<file path="src/rtl/msg_event_collector.sv">
// Multi-channel message event collector: round-robin arbitration, per-type counters,
// severity-filtered log FIFO and sticky stop/exit requests. Optional macro: MSG_TIMESTAMP_EN.
module msg_event_collector #(
    parameter int NUM_CH     = 4,
    parameter int CODE_W     = 16,
    parameter int FIFO_DEPTH = 16,
    parameter int CNT_W      = 16,
    parameter int TS_W       = 32,
    parameter int ERR_LIMIT  = 0,
    localparam int CH_W      = (NUM_CH > 1) ? $clog2(NUM_CH) : 1,
`ifdef MSG_TIMESTAMP_EN
    localparam int LOG_W     = TS_W + CH_W + 6 + CODE_W
`else
    // TS_W only sizes the timestamp field, which is absent in this build
    localparam int LOG_W     = CH_W + 6 + CODE_W + (0 * TS_W)
`endif
) (
    input  logic                     clk,
    input  logic                     rst,
    input  logic [NUM_CH-1:0]        ch_valid,
    output logic [NUM_CH-1:0]        ch_ready,
    input  logic [2*NUM_CH-1:0]      ch_type,
    input  logic [2*NUM_CH-1:0]      ch_svrt,
    input  logic [2*NUM_CH-1:0]      ch_act,
    input  logic [CODE_W*NUM_CH-1:0] ch_code,
    input  logic [1:0]               svrt_thold,
    input  logic                     clr,
    output logic                     log_valid,
    input  logic                     log_ready,
    output logic [LOG_W-1:0]         log_data,
    output logic [CNT_W-1:0]         cnt_info,
    output logic [CNT_W-1:0]         cnt_warn,
    output logic [CNT_W-1:0]         cnt_error,
    output logic [CNT_W-1:0]         cnt_fatal,
    output logic [CNT_W-1:0]         filt_cnt,
    output logic                     stop_req,
    output logic                     exit_req
);

    localparam int AW = $clog2(FIFO_DEPTH);

    function automatic logic [CNT_W-1:0] sat_inc(input logic [CNT_W-1:0] v);
        return (v == {CNT_W{1'b1}}) ? v : v + {{(CNT_W-1){1'b0}}, 1'b1};
    endfunction

    logic [CH_W-1:0]   ptr_r;
    logic [CH_W-1:0]   cand_s;
    logic [CH_W-1:0]   gnt_idx_s;
    logic              gnt_any_s;
    logic              hit_s;
    logic              full_s;
    logic              accept_s;
    logic              push_s;
    logic              pop_s;
    logic [1:0]        sel_type_s;
    logic [1:0]        sel_svrt_s;
    logic [1:0]        sel_act_s;
    logic [CODE_W-1:0] sel_code_s;
    logic [LOG_W-1:0]  entry_s;

    logic [LOG_W-1:0]  mem_r [FIFO_DEPTH];
    logic [AW-1:0]     wr_ptr_r;
    logic [AW-1:0]     rd_ptr_r;
    logic [AW:0]       count_r;
    logic [AW:0]       count_nxt_s;
    logic              log_valid_r;

    logic [CNT_W-1:0]  cnt_info_r, cnt_warn_r, cnt_error_r, cnt_fatal_r, filt_cnt_r;
    logic [CNT_W-1:0]  info_base_s, warn_base_s, error_base_s, fatal_base_s, filt_base_s;
    logic [CNT_W-1:0]  info_nxt_s, warn_nxt_s, error_nxt_s, fatal_nxt_s, filt_nxt_s;
    logic [CNT_W:0]    err_sum_cur_s, err_sum_nxt_s;
    logic              lim_hit_s;
    logic              stop_r, exit_r, stop_nxt_s, exit_nxt_s;

`ifdef MSG_TIMESTAMP_EN
    logic [TS_W-1:0]   ts_r;
`endif

    // Round-robin search: first valid channel at or after the pointer, wrapping
    always_comb begin
        cand_s    = '0;
        gnt_idx_s = '0;
        gnt_any_s = 1'b0;
        hit_s     = 1'b0;
        for (int k = 0; k < NUM_CH; k++) begin
            cand_s    = CH_W'((int'(ptr_r) + k) % NUM_CH);
            hit_s     = !gnt_any_s && ch_valid[cand_s];
            gnt_idx_s = hit_s ? cand_s : gnt_idx_s;
            gnt_any_s = gnt_any_s | hit_s;
        end
    end

    assign full_s   = (count_r == (AW+1)'(FIFO_DEPTH));
    assign accept_s = gnt_any_s && !full_s;
    assign ch_ready = accept_s ? (NUM_CH'(1) << gnt_idx_s) : '0;

    assign sel_type_s = ch_type[2*gnt_idx_s +: 2];
    assign sel_svrt_s = ch_svrt[2*gnt_idx_s +: 2];
    assign sel_act_s  = ch_act[2*gnt_idx_s +: 2];
    assign sel_code_s = ch_code[CODE_W*gnt_idx_s +: CODE_W];

`ifdef MSG_TIMESTAMP_EN
    assign entry_s = {ts_r, gnt_idx_s, sel_type_s, sel_svrt_s, sel_act_s, sel_code_s};
`else
    assign entry_s = {gnt_idx_s, sel_type_s, sel_svrt_s, sel_act_s, sel_code_s};
`endif

    assign push_s = accept_s && (sel_svrt_s >= svrt_thold);
    assign pop_s  = (count_r != '0) && log_ready;

    // FIFO occupancy next-state
    always_comb begin
        count_nxt_s = count_r;
        case ({push_s, pop_s})
            2'b10:   count_nxt_s = count_r + {{AW{1'b0}}, 1'b1};
            2'b01:   count_nxt_s = count_r - {{AW{1'b0}}, 1'b1};
            default: count_nxt_s = count_r;
        endcase
    end

    // Counter and sticky next-state; clr clears the base, a same-cycle event still counts
    always_comb begin
        info_base_s  = clr ? '0 : cnt_info_r;
        warn_base_s  = clr ? '0 : cnt_warn_r;
        error_base_s = clr ? '0 : cnt_error_r;
        fatal_base_s = clr ? '0 : cnt_fatal_r;
        filt_base_s  = clr ? '0 : filt_cnt_r;
        info_nxt_s   = (accept_s && sel_type_s == 2'd0) ? sat_inc(info_base_s)  : info_base_s;
        warn_nxt_s   = (accept_s && sel_type_s == 2'd1) ? sat_inc(warn_base_s)  : warn_base_s;
        error_nxt_s  = (accept_s && sel_type_s == 2'd2) ? sat_inc(error_base_s) : error_base_s;
        fatal_nxt_s  = (accept_s && sel_type_s == 2'd3) ? sat_inc(fatal_base_s) : fatal_base_s;
        filt_nxt_s   = (accept_s && !push_s) ? sat_inc(filt_base_s) : filt_base_s;
        err_sum_cur_s = {1'b0, error_base_s} + {1'b0, fatal_base_s};
        err_sum_nxt_s = {1'b0, error_nxt_s} + {1'b0, fatal_nxt_s};
        lim_hit_s  = (ERR_LIMIT != 0) && (int'(err_sum_nxt_s) >= ERR_LIMIT)
                     && (int'(err_sum_cur_s) < ERR_LIMIT);
        stop_nxt_s = (clr ? 1'b0 : stop_r) | (accept_s && sel_act_s == 2'd1) | lim_hit_s;
        exit_nxt_s = (clr ? 1'b0 : exit_r) | (accept_s && (sel_act_s[1] || sel_type_s == 2'd3));
    end

    // Arbitration pointer, FIFO control, counters and stickies
    always_ff @(posedge clk) begin
        if (rst) begin
            ptr_r       <= '0;
            wr_ptr_r    <= '0;
            rd_ptr_r    <= '0;
            count_r     <= '0;
            log_valid_r <= 1'b0;
            cnt_info_r  <= '0;
            cnt_warn_r  <= '0;
            cnt_error_r <= '0;
            cnt_fatal_r <= '0;
            filt_cnt_r  <= '0;
            stop_r      <= 1'b0;
            exit_r      <= 1'b0;
        end else begin
            if (accept_s) begin
                ptr_r <= (gnt_idx_s == CH_W'(NUM_CH-1)) ? '0 : gnt_idx_s + {{(CH_W-1){1'b0}}, 1'b1};
            end else begin
                ptr_r <= ptr_r;
            end
            wr_ptr_r    <= push_s ? wr_ptr_r + {{(AW-1){1'b0}}, 1'b1} : wr_ptr_r;
            rd_ptr_r    <= pop_s  ? rd_ptr_r + {{(AW-1){1'b0}}, 1'b1} : rd_ptr_r;
            count_r     <= count_nxt_s;
            log_valid_r <= (count_nxt_s != '0);
            cnt_info_r  <= info_nxt_s;
            cnt_warn_r  <= warn_nxt_s;
            cnt_error_r <= error_nxt_s;
            cnt_fatal_r <= fatal_nxt_s;
            filt_cnt_r  <= filt_nxt_s;
            stop_r      <= stop_nxt_s;
            exit_r      <= exit_nxt_s;
        end
    end

    // Log storage; contents behind an empty FIFO are never visible
    always_ff @(posedge clk) begin
        if (push_s && !rst) begin
            mem_r[wr_ptr_r] <= entry_s;
        end else begin
            mem_r[wr_ptr_r] <= mem_r[wr_ptr_r];
        end
    end

`ifdef MSG_TIMESTAMP_EN
    // Free-running cycle timestamp
    always_ff @(posedge clk) begin
        if (rst) begin
            ts_r <= '0;
        end else begin
            ts_r <= ts_r + {{(TS_W-1){1'b0}}, 1'b1};
        end
    end
`endif

    assign log_valid = log_valid_r;
    assign log_data  = log_valid_r ? mem_r[rd_ptr_r] : '0;
    assign cnt_info  = cnt_info_r;
    assign cnt_warn  = cnt_warn_r;
    assign cnt_error = cnt_error_r;
    assign cnt_fatal = cnt_fatal_r;
    assign filt_cnt  = filt_cnt_r;
    assign stop_req  = stop_r;
    assign exit_req  = exit_r;

endmodule

</file>
<file path="config.mk">
export PLATFORM = sky130hd
export DESIGN_NAME = msg_event_collector
export DESIGN_NICKNAME = d
export VERILOG_FILES = /design/src/rtl/msg_event_collector.sv
export SDC_FILE = /design/constraint.sdc
export NUM_CORES = 1
export LEC_CHECK = 0
export ABC_AREA = 1
export CAP_MARGIN = 15
export CORE_UTILIZATION = 55
export DETAILED_ROUTE_END_ITERATION = 8
export PLACE_DENSITY = 0.85
export SLEW_MARGIN = 20
export SYNTH_ARGS = -nofsm -noshare
export SYNTH_HDL_FRONTEND = slang
export SYNTH_SLANG_ARGS = --single-unit
export TNS_END_PERCENT = 20
</file>
<file path="constraint.sdc">
create_clock -name clk -period 10.1 [get_ports clk]
set_input_delay 1.01 -clock clk [delete_from_list [all_inputs] [get_ports clk]]
set_output_delay 1.01 -clock clk [all_outputs]
set_load 0.01 [all_outputs]
</file>
==> flow_summary.html <==
<table>
<tr><th>Metric</th><th>Value</th></tr>
<tr><th colspan="2">Status</th></tr>
<tr><td>Outcome</td><td>completed</td></tr>
<tr><th colspan="2">Global route</th></tr>
<tr><td>Number of antenna violations at the first check in global routing</td><td>4</td></tr>
<tr><td>Global-route wire length before repair</td><td>roughly 99 mm</td></tr>
<tr><td>Vias in the first global route</td><td>18374</td></tr>
<tr><td>Congestion Overflow GR</td><td>0</td></tr>
<tr><td>Maximum number of pins on one net before global-route repair</td><td>122</td></tr>
<tr><td>GRT Overall Usage</td><td>30.3%</td></tr>
<tr><th colspan="2">Timing</th></tr>
<tr><td>Final slew viol count</td><td>0</td></tr>
<tr><td>Count of endpoints failing hold in the final timing report</td><td>0</td></tr>
<tr><td>Post-route setup TNS</td><td>0 ns</td></tr>
<tr><td>Hold_ws</td><td>0.472 ns</td></tr>
<tr><td>Max-slew headroom</td><td>~22%</td></tr>
<tr><td>Number of setup violations in the final report</td><td>0</td></tr>
<tr><td>Layout Skew</td><td>0.0145 ns</td></tr>
<tr><td>Tmin final</td><td>5.87 ns</td></tr>
<tr><td>Setup repair after global routing missed its margin</td><td>no</td></tr>
<tr><td>Final Cycle Share</td><td>58.1%</td></tr>
<tr><td>Top achievable clock speed</td><td>170 MHz</td></tr>
<tr><td>Worst slew pin tran</td><td>1.17 ns</td></tr>
<tr><th colspan="2">Pwr</th></tr>
<tr><td>Power Total</td><td>8.25 mW</td></tr>
<tr><td>Switching share of power</td><td>approximately two fifths</td></tr>
<tr><td>Portion of total power attributed to the clock network</td><td>around 22%</td></tr>
<tr><td>Static power due to leakage</td><td>9.36 nW</td></tr>
<tr><td>Portion of total power attributed to combinational logic</td><td>40.2%</td></tr>
<tr><td>Reported net switching power</td><td>3.32 mW</td></tr>
<tr><td>Largest voltage drop on the vdd net</td><td>~0.23 mV</td></tr>
<tr><td>Proportion of power drawn by flip-flops and latches</td><td>37.5%</td></tr>
<tr><td>Total power per unit cell area</td><td>308 nW/um^2</td></tr>
<tr><td>Internal cell power</td><td>4.93 mW</td></tr>
<tr><th colspan="2">Layout</th></tr>
<tr><td>Highest-count cells in the layout ignoring fill and taps</td><td>sky130_fd_sc_hd__edfxtp_1 (384), sky130_fd_sc_hd__nor2_1 (346), sky130_fd_sc_hd__nand2_1 (339), sky130_fd_sc_hd__o21ai_0 (229), sky130_fd_sc_hd__clkdlybuf4s50_1 (206)</td></tr>
<tr><td>Filler Cell Count</td><td>2874</td></tr>
<tr><td>Layout cell share with drive strength beyond 1</td><td>8.46%</td></tr>
<tr><td>Net count of the finished layout</td><td>between 2000 and 3000</td></tr>
<tr><td>Commonest non-fill, non-tap cell in the layout</td><td>sky130_fd_sc_hd__edfxtp_1</td></tr>
<tr><td>Area growth from synthesis to layout</td><td>18.4%</td></tr>
<tr><th colspan="2">Clock network</th></tr>
<tr><td>CTS clock-pin slew for the worst setup and hold paths</td><td>0.07 ns</td></tr>
<tr><td>Insertion delay to the later sink of the worst-skew pair</td><td>0.58 ns</td></tr>
<tr><td>Clock tree from TritonCTS</td><td>done</td></tr>
<tr><td>Clock buffer count from CTS</td><td>48</td></tr>
<tr><td>Buffer levels on the longest clock path</td><td>3</td></tr>
<tr><td>Resized cells post-CTS</td><td>0</td></tr>
<tr><td>H-tree lvl count</td><td>2</td></tr>
<tr><td>CTS Root Cell</td><td>sky130_fd_sc_hd__clkbuf_16</td></tr>
<tr><td>Number of sinks handled by clock tree synthesis</td><td>just under 500</td></tr>
<tr><td>Postcts setup bufs</td><td>0</td></tr>
<tr><td>Cts-stage hold buffer count</td><td>0</td></tr>
<tr><th colspan="2">Critical path</th></tr>
<tr><td>Crit. End Element</td><td>output port</td></tr>
<tr><td>Number of buffer and inverter stages on the critical path</td><td>4</td></tr>
<tr><td>Cell repeated most along the worst path</td><td>sky130_fd_sc_hd__buf_4</td></tr>
<tr><td>Max stage delay cell, worst path</td><td>sky130_fd_sc_hd__buf_4</td></tr>
<tr><td>Element type at the critical path start</td><td>register</td></tr>
<tr><td>Sequence of cells on the critical path</td><td>inv_4 &gt; buf_4 &gt; buf_4 &gt; o21ai_0 &gt; o22ai_1 &gt; o211ai_1 &gt; a21oi_1 &gt; clkdlybuf4s50_1</td></tr>
<tr><td>Endpoint required time on the critical path</td><td>9.09 ns</td></tr>
<tr><td>Arrival time of the worst setup path</td><td>roughly 4.9 ns</td></tr>
<tr><td>Peak fanout along the critical path</td><td>81</td></tr>
<tr><td>Critical path class</td><td>reg -&gt; out</td></tr>
<tr><td>Top delay family on crit path</td><td>buffers and inverters</td></tr>
<tr><td>CP max stage delay</td><td>0.76 ns</td></tr>
<tr><th colspan="2">Die</th></tr>
<tr><td>Die Area</td><td>42000 um^2</td></tr>
<tr><td>Core region area</td><td>40200 um^2</td></tr>
<tr><td>Die width</td><td>205 um</td></tr>
<tr><td>I/O pin count</td><td>209</td></tr>
<tr><td>Height of the die</td><td>205 um</td></tr>
<tr><td>Starting utilization of the core area</td><td>56.4%</td></tr>
<tr><td>Placement row count</td><td>73</td></tr>
<tr><th colspan="2">Yosys</th></tr>
<tr><td>Largest family of logic cells by synthesized area</td><td>simple AND/OR/NAND/NOR gates</td></tr>
<tr><td>Number of distinct library cells after synthesis</td><td>43</td></tr>
<tr><td>Number of flip-flops and latches in the synthesized netlist</td><td>486</td></tr>
<tr><td>Synthesized-area fraction occupied by adder cells</td><td>1.19%</td></tr>
<tr><td>Number of instances in the synthesized netlist</td><td>about 2300</td></tr>
<tr><td>Area of the mapped netlist</td><td>22700 um^2</td></tr>
<tr><td>Post-Synthesis Mean Instance Area</td><td>9.66 um^2</td></tr>
<tr><td>Number of enable-type register cells in the synthesized netlist</td><td>384</td></tr>
<tr><td>Complex-gate fraction of the synthesized area</td><td>13.1%</td></tr>
<tr><td>Number of nets produced by synthesis</td><td>roughly 2500</td></tr>
<tr><td>Post-synthesis share of cell area spent on and, or, nand and nor gates</td><td>19.3%</td></tr>
<tr><td>Share of cell area taken by muxes after synthesis</td><td>0.0442%</td></tr>
<tr><td>Predominant post-synthesis flop cell</td><td>sky130_fd_sc_hd__edfxtp_1</td></tr>
<tr><td>Sequential share of the synthesized area</td><td>59.9%</td></tr>
<tr><td>Fraction of synthesized cell area in xor and xnor cells</td><td>0.503%</td></tr>
<tr><td>Warnings, synthesis</td><td>0</td></tr>
<tr><td>Async set or reset register ratio after synthesis</td><td>0%</td></tr>
<tr><th colspan="2">Drt</th></tr>
<tr><td>Number of design rule violations left after detail routing</td><td>0</td></tr>
<tr><td>Number of routed nets with antenna violations</td><td>0</td></tr>
<tr><td>Mean routed wirelength per cell</td><td>a little over 20 um</td></tr>
<tr><td>Number of search-and-repair iterations in the first detailed-routing pass</td><td>6</td></tr>
<tr><td>DRC violation total after the first TritonRoute iteration</td><td>between 2000 and 2500</td></tr>
<tr><td>Routed vias/inst</td><td>just over 6</td></tr>
<tr><td>Final wirelength</td><td>63.9 mm</td></tr>
<tr><td>Routed vias</td><td>approximately 19000</td></tr>
<tr><th colspan="2">Place</th></tr>
<tr><td>HPWL after DPL</td><td>39.1 mm</td></tr>
<tr><td>Number of port buffers</td><td>208</td></tr>
<tr><td>Final weighted congestion in routability-driven placement</td><td>0.939</td></tr>
<tr><th colspan="2">Flow run</th></tr>
<tr><td>Max-cap check violation count</td><td>0</td></tr>
<tr><th colspan="2">Min path</th></tr>
<tr><td>Worst min path class</td><td>reg -&gt; reg</td></tr>
</table>
## metal layers
| metal | vias up | GRT usage [%] | share of wire [%] |
|---|---|---|---|
| li1 | 8612 | - | - |
| met1 | 8954 | 37.0 | 36 |
| met2 | 1145 | 51.7 | 49 |
| met3 | 177 | 6.35 | 10 |
| met4 | 2 | 13.2 | 4.0 |
| met5 | - | 0 | 0.017 |
## per-stage QoR
stage	setup WS [ns]	area [um^2]	instances	utilization, %
2_1_floorplan	4.21	22700	2345	-
3_3_place_gp	3.96	25200	2986	62.6
3_5_place_dp	3.71	25200	2987	62.6
4_1_cts	4.28	26800	3077	66.7
5_1_grt	3.80	26800	3079	66.8
6_report	4.23	26800	3079	66.8
## final timing paths
path,startpoint,cells after the start,slack [ns],end
worst min-delay path,stop_req$_SDFF_PP0_,2,0.47,stop_req$_SDFF_PP0_
worst min register to register,stop_req$_SDFF_PP0_,2,0.47,stop_req$_SDFF_PP0_
worst max register to register,ptr_r[0]$_SDFFE_PP0P_,22,4.39,mem_r[13][20]$_DFFE_PP_
worst max-delay path,register,8,4.23,log_data[20]
## tightest hold or removal path, stage by stage, from the launching register on
cell and delay, ns:
sky130_fd_sc_hd__dfxtp_1 0.31, sky130_fd_sc_hd__nand2_1 0.06, sky130_fd_sc_hd__a21oi_1 0.06
## registers in the layout (all words and copies together), names as in the netlist, named ones only
register,cells
cnt_info,16
mem_r,384
stop_req,1
cnt_error,16
rd_ptr_r,4
exit_req,1
cnt_fatal,16
cnt_warn,16
wr_ptr_r,4
filt_cnt,16
count_r,5
log_valid,1
ptr_r,2
## area by class of cell
class / instances / area [um^2] / share of cell area, %
Tap cell: 525 / 657 / 2.45
Multi-Input combinational cell: 1531 / 7800 / 29.1
Sequential cell: 486 / 13600 / 50.6
Clock buffer: 57 / 1260 / 4.68
Antenna cell: 1 / 2.50 / 0.00933
Clock inverter: 33 / 377 / 1.40
Timing Repair Buffer: 256 / 2440 / 9.10
Inverter: 190 / 722 / 2.69
## synthesized netlist by cell type (all sizes together) (2+ instances only)
cell	n	share of area, %
edfxtp	384	51
nor2	360	6.1
nand2	358	6.3
o21ai	236	5.2
inv	189	3.2
nand3	138	3.3
a21oi	113	2.5
dfxtp	102	9.0
clkbuf	96	1.6
o221ai	66	2.6
nand4	59	1.6
buf	42	1.2
nor3	37	0.82
o22ai	32	0.88
o211ai	31	1.0
or2	22	0.61
ha	20	1.1
a32oi	17	0.66
nor4	11	0.30
xor2	10	0.39
nand3b	6	0.20
a31oi	3	0.083
xnor2	3	0.12
a21o	2	0.066
## cell families (layout without fill, tap and decap cells)
group / after synthesis / after routing
other: 0 / 1
AO/OA/AOI/OAI: 504 / 504
flip-flops: 486 / 486
AND/OR/NAND/NOR: 992 / 992
XOR/XNOR: 13 / 13
buffers and inverters: 328 / 536
multiplexers: 1 / 1
adder cells (fa/ha/maj): 21 / 21
## power by group through the flow
stage / registers, mW / logic (mW) / clock network, mW
finish: 3.10 / 3.32 / 1.83
global route: 3.11 / 3.57 / 1.92
CTS: 3.09 / 3.26 / 1.84
detailed placement: 3.13 / 3.23 / 0
global placement: 3.13 / 3.10 / 0
floorplan: 3.10 / 2.10 / 0
Power figures use the tool's default switching activity.
==> variant, RTL diff (same flow settings) <==
The parameter `FIFO_DEPTH` goes from 16 to 32.
--- a/src/rtl/msg_event_collector.sv
+++ b/src/rtl/msg_event_collector.sv
@@ -4,5 +4,5 @@
     parameter int NUM_CH     = 4,
     parameter int CODE_W     = 16,
-    parameter int FIFO_DEPTH = 16,
+    parameter int FIFO_DEPTH = 32,
     parameter int CNT_W      = 16,
     parameter int TS_W       = 32,
Function: same outputs for any inputs over 4 cycles, from zero or initial values and one cycle with rst high; that may be too few to reach the edited logic, so the function may still have changed.
==> variant against the original RTL <==
Total power grew 66%; worst setup slack worse by 1100 ps; critical endpoint is now log_valid; sequential cell count is 388 higher; wire length is 63% higher; worst hold slack worse by 2.9 ps; cell area grew 62%; register-to-register slack worse by 1200 ps; synthesized area grew 67%.
==> variant: results (changes against the original RTL) <==
[timing]
min_period_ps=6976  ; was 5868 ps
skew_ps=30.51  ; was 14.48 ps
worst_pin_slew_ps=1156  ; was 1165 ps

[global_routing]
gr-usage-all-layers=0.2912  ; was 0.3030
antenna_found_initial=2  ; was 4
use_met2=0.4667  ; was 0.5173
gr-usage-met3=0.04719  ; was 0.06347
grt_pass1_wl_um=157300  ; was 98710 um
use_met1=0.3826  ; was 0.3704
grt_pass1_vias=27824  ; was 18374
grt_max_degree=256  ; was 122

[logic_synthesis]
synth_common_cells=768 x edfxtp_1, 592 x nor2_1, 470 x o21ai_0  ; was 384 x edfxtp_1, 354 x nor2_1, 339 x nand2_1
synth_edf_count=768  ; was 384
synth-seq-area-share=0.6643  ; was 0.5991
syn-num-nets=3588  ; was 2464
synthTopCellsByArea=edfxtp_1 61%, o21ai_0 6.2%, nor2_1 5.9%  ; was edfxtp_1 51%, dfxtp_1 9.0%, nor2_1 5.9%
synth_cell_type_count=47  ; was 43

[critical_path]
crit_start=ch_valid[1]
cp_max_fo=72  ; was 81
r2r_slack_ps=3160  ; was 4390 ps
critPathMaxStageDelay_ps=1050  ; was 760 ps
crit_path_end=log_valid  ; was log_data[20]
worstRegToRegCells=25  ; was 22

[cts]
numCtsBuffers=83  ; was 48
cts_buffer_depth=3  ; unchanged
htreeDepth=3  ; was 2
post_cts_resized=0  ; unchanged
clk_latency_ps=660  ; was 580 ps

[route]
met2_length_um=49230  ; was 31540 um
wl_met3_um=11760  ; was 6542 um
wl_per_cell_um=22.94  ; was 20.77 um
dr.first_iter.drc_count=3884  ; was 2152
drt-met1-wl_um=37720  ; was 23310 um

[worst_hold_path]
hold_start=stop_req  ; unchanged

[placed_design]
dp_hpwl_um=58860  ; was 39130 um
dp_slack_ps=2422  ; was 3706 ps
place.gp.congestion=0.9109  ; was 0.9389
placed_area_um2=40860  ; was 25180 um^2

[power]
p_sw_frac=0.3935  ; was 0.4022
comb_power_share=0.369  ; was 0.402
pwr-share-clk=0.222  ; about the same
p_leak_nw=14.44  ; was 9.361 nW

[layout]
largest_register_ffs=768  ; was 384
nNetsFinal=3721  ; was 2632
drive_above_1_share=0.08629  ; was 0.08461

[status]
status=completed  ; unchanged

==> variant: cell types whose count changed in the layout (fill, tap and decap cells not counted), moves of 19 or more <==
| cell | change |
|---|---|
| nor2_1 | +214 |
| o211ai_1 | -29 |
| nor2_2 | +29 |
| buf_4 | +21 |
| inv_1 | -19 |
| a31oi_1 | +24 |
| o21ai_0 | +241 |
| nand3_1 | +59 |
| nand4_1 | +22 |
| o221ai_1 | +64 |
| edfxtp_1 | +384 |
| clkbuf_16 | +34 |
| o22ai_1 | +31 |
==> variant: cell type report <==
class | instances | area (um^2)
Clock buffer | 103 | 2172
Tap cell | 873 | 1092
Antenna cell | 1 | 2.502
Multi-Input combinational cell | 2192 | 11300
Clock inverter | 43 | 464.2
Timing Repair Buffer | 277 | 2615
Sequential cell | 874 | 25200
Inverter | 173 | 661.9
Fill cell | 4722 | 24130
==> variant: through the flow <==
stage / power, mW / hold WS [ps] / std cells
5_1_grt: 14.15 / 503.2 / 4536
4_1_cts: 13.60 / 470.3 / 4535
6_report: 13.74 / 468.8 / 4536
2_1_floorplan: 8.614 / 459.4 / 3468
3_5_place_dp: 10.56 / 457.9 / 4389
3_3_place_gp: 10.39 / 454.2 / 4389
==> variant: logic make-up (layout without fill, tap and decap cells) <==
| logic type | Yosys count | in the layout | synth area share |
|---|---|---|---|
| buffers and inverters | 402 | 596 | 0.04340 |
| DFF | 874 | 874 | 0.6643 |
| xor gates and xnor gates | 17 | 17 | 0.003927 |
| other | 0 | 1 | 0 |
| adders and majority gates | 22 | 22 | 0.007459 |
| AOI/OAI and AO/OA | 842 | 842 | 0.1293 |
| and+or+nand+nor | 1311 | 1311 | 0.1516 |
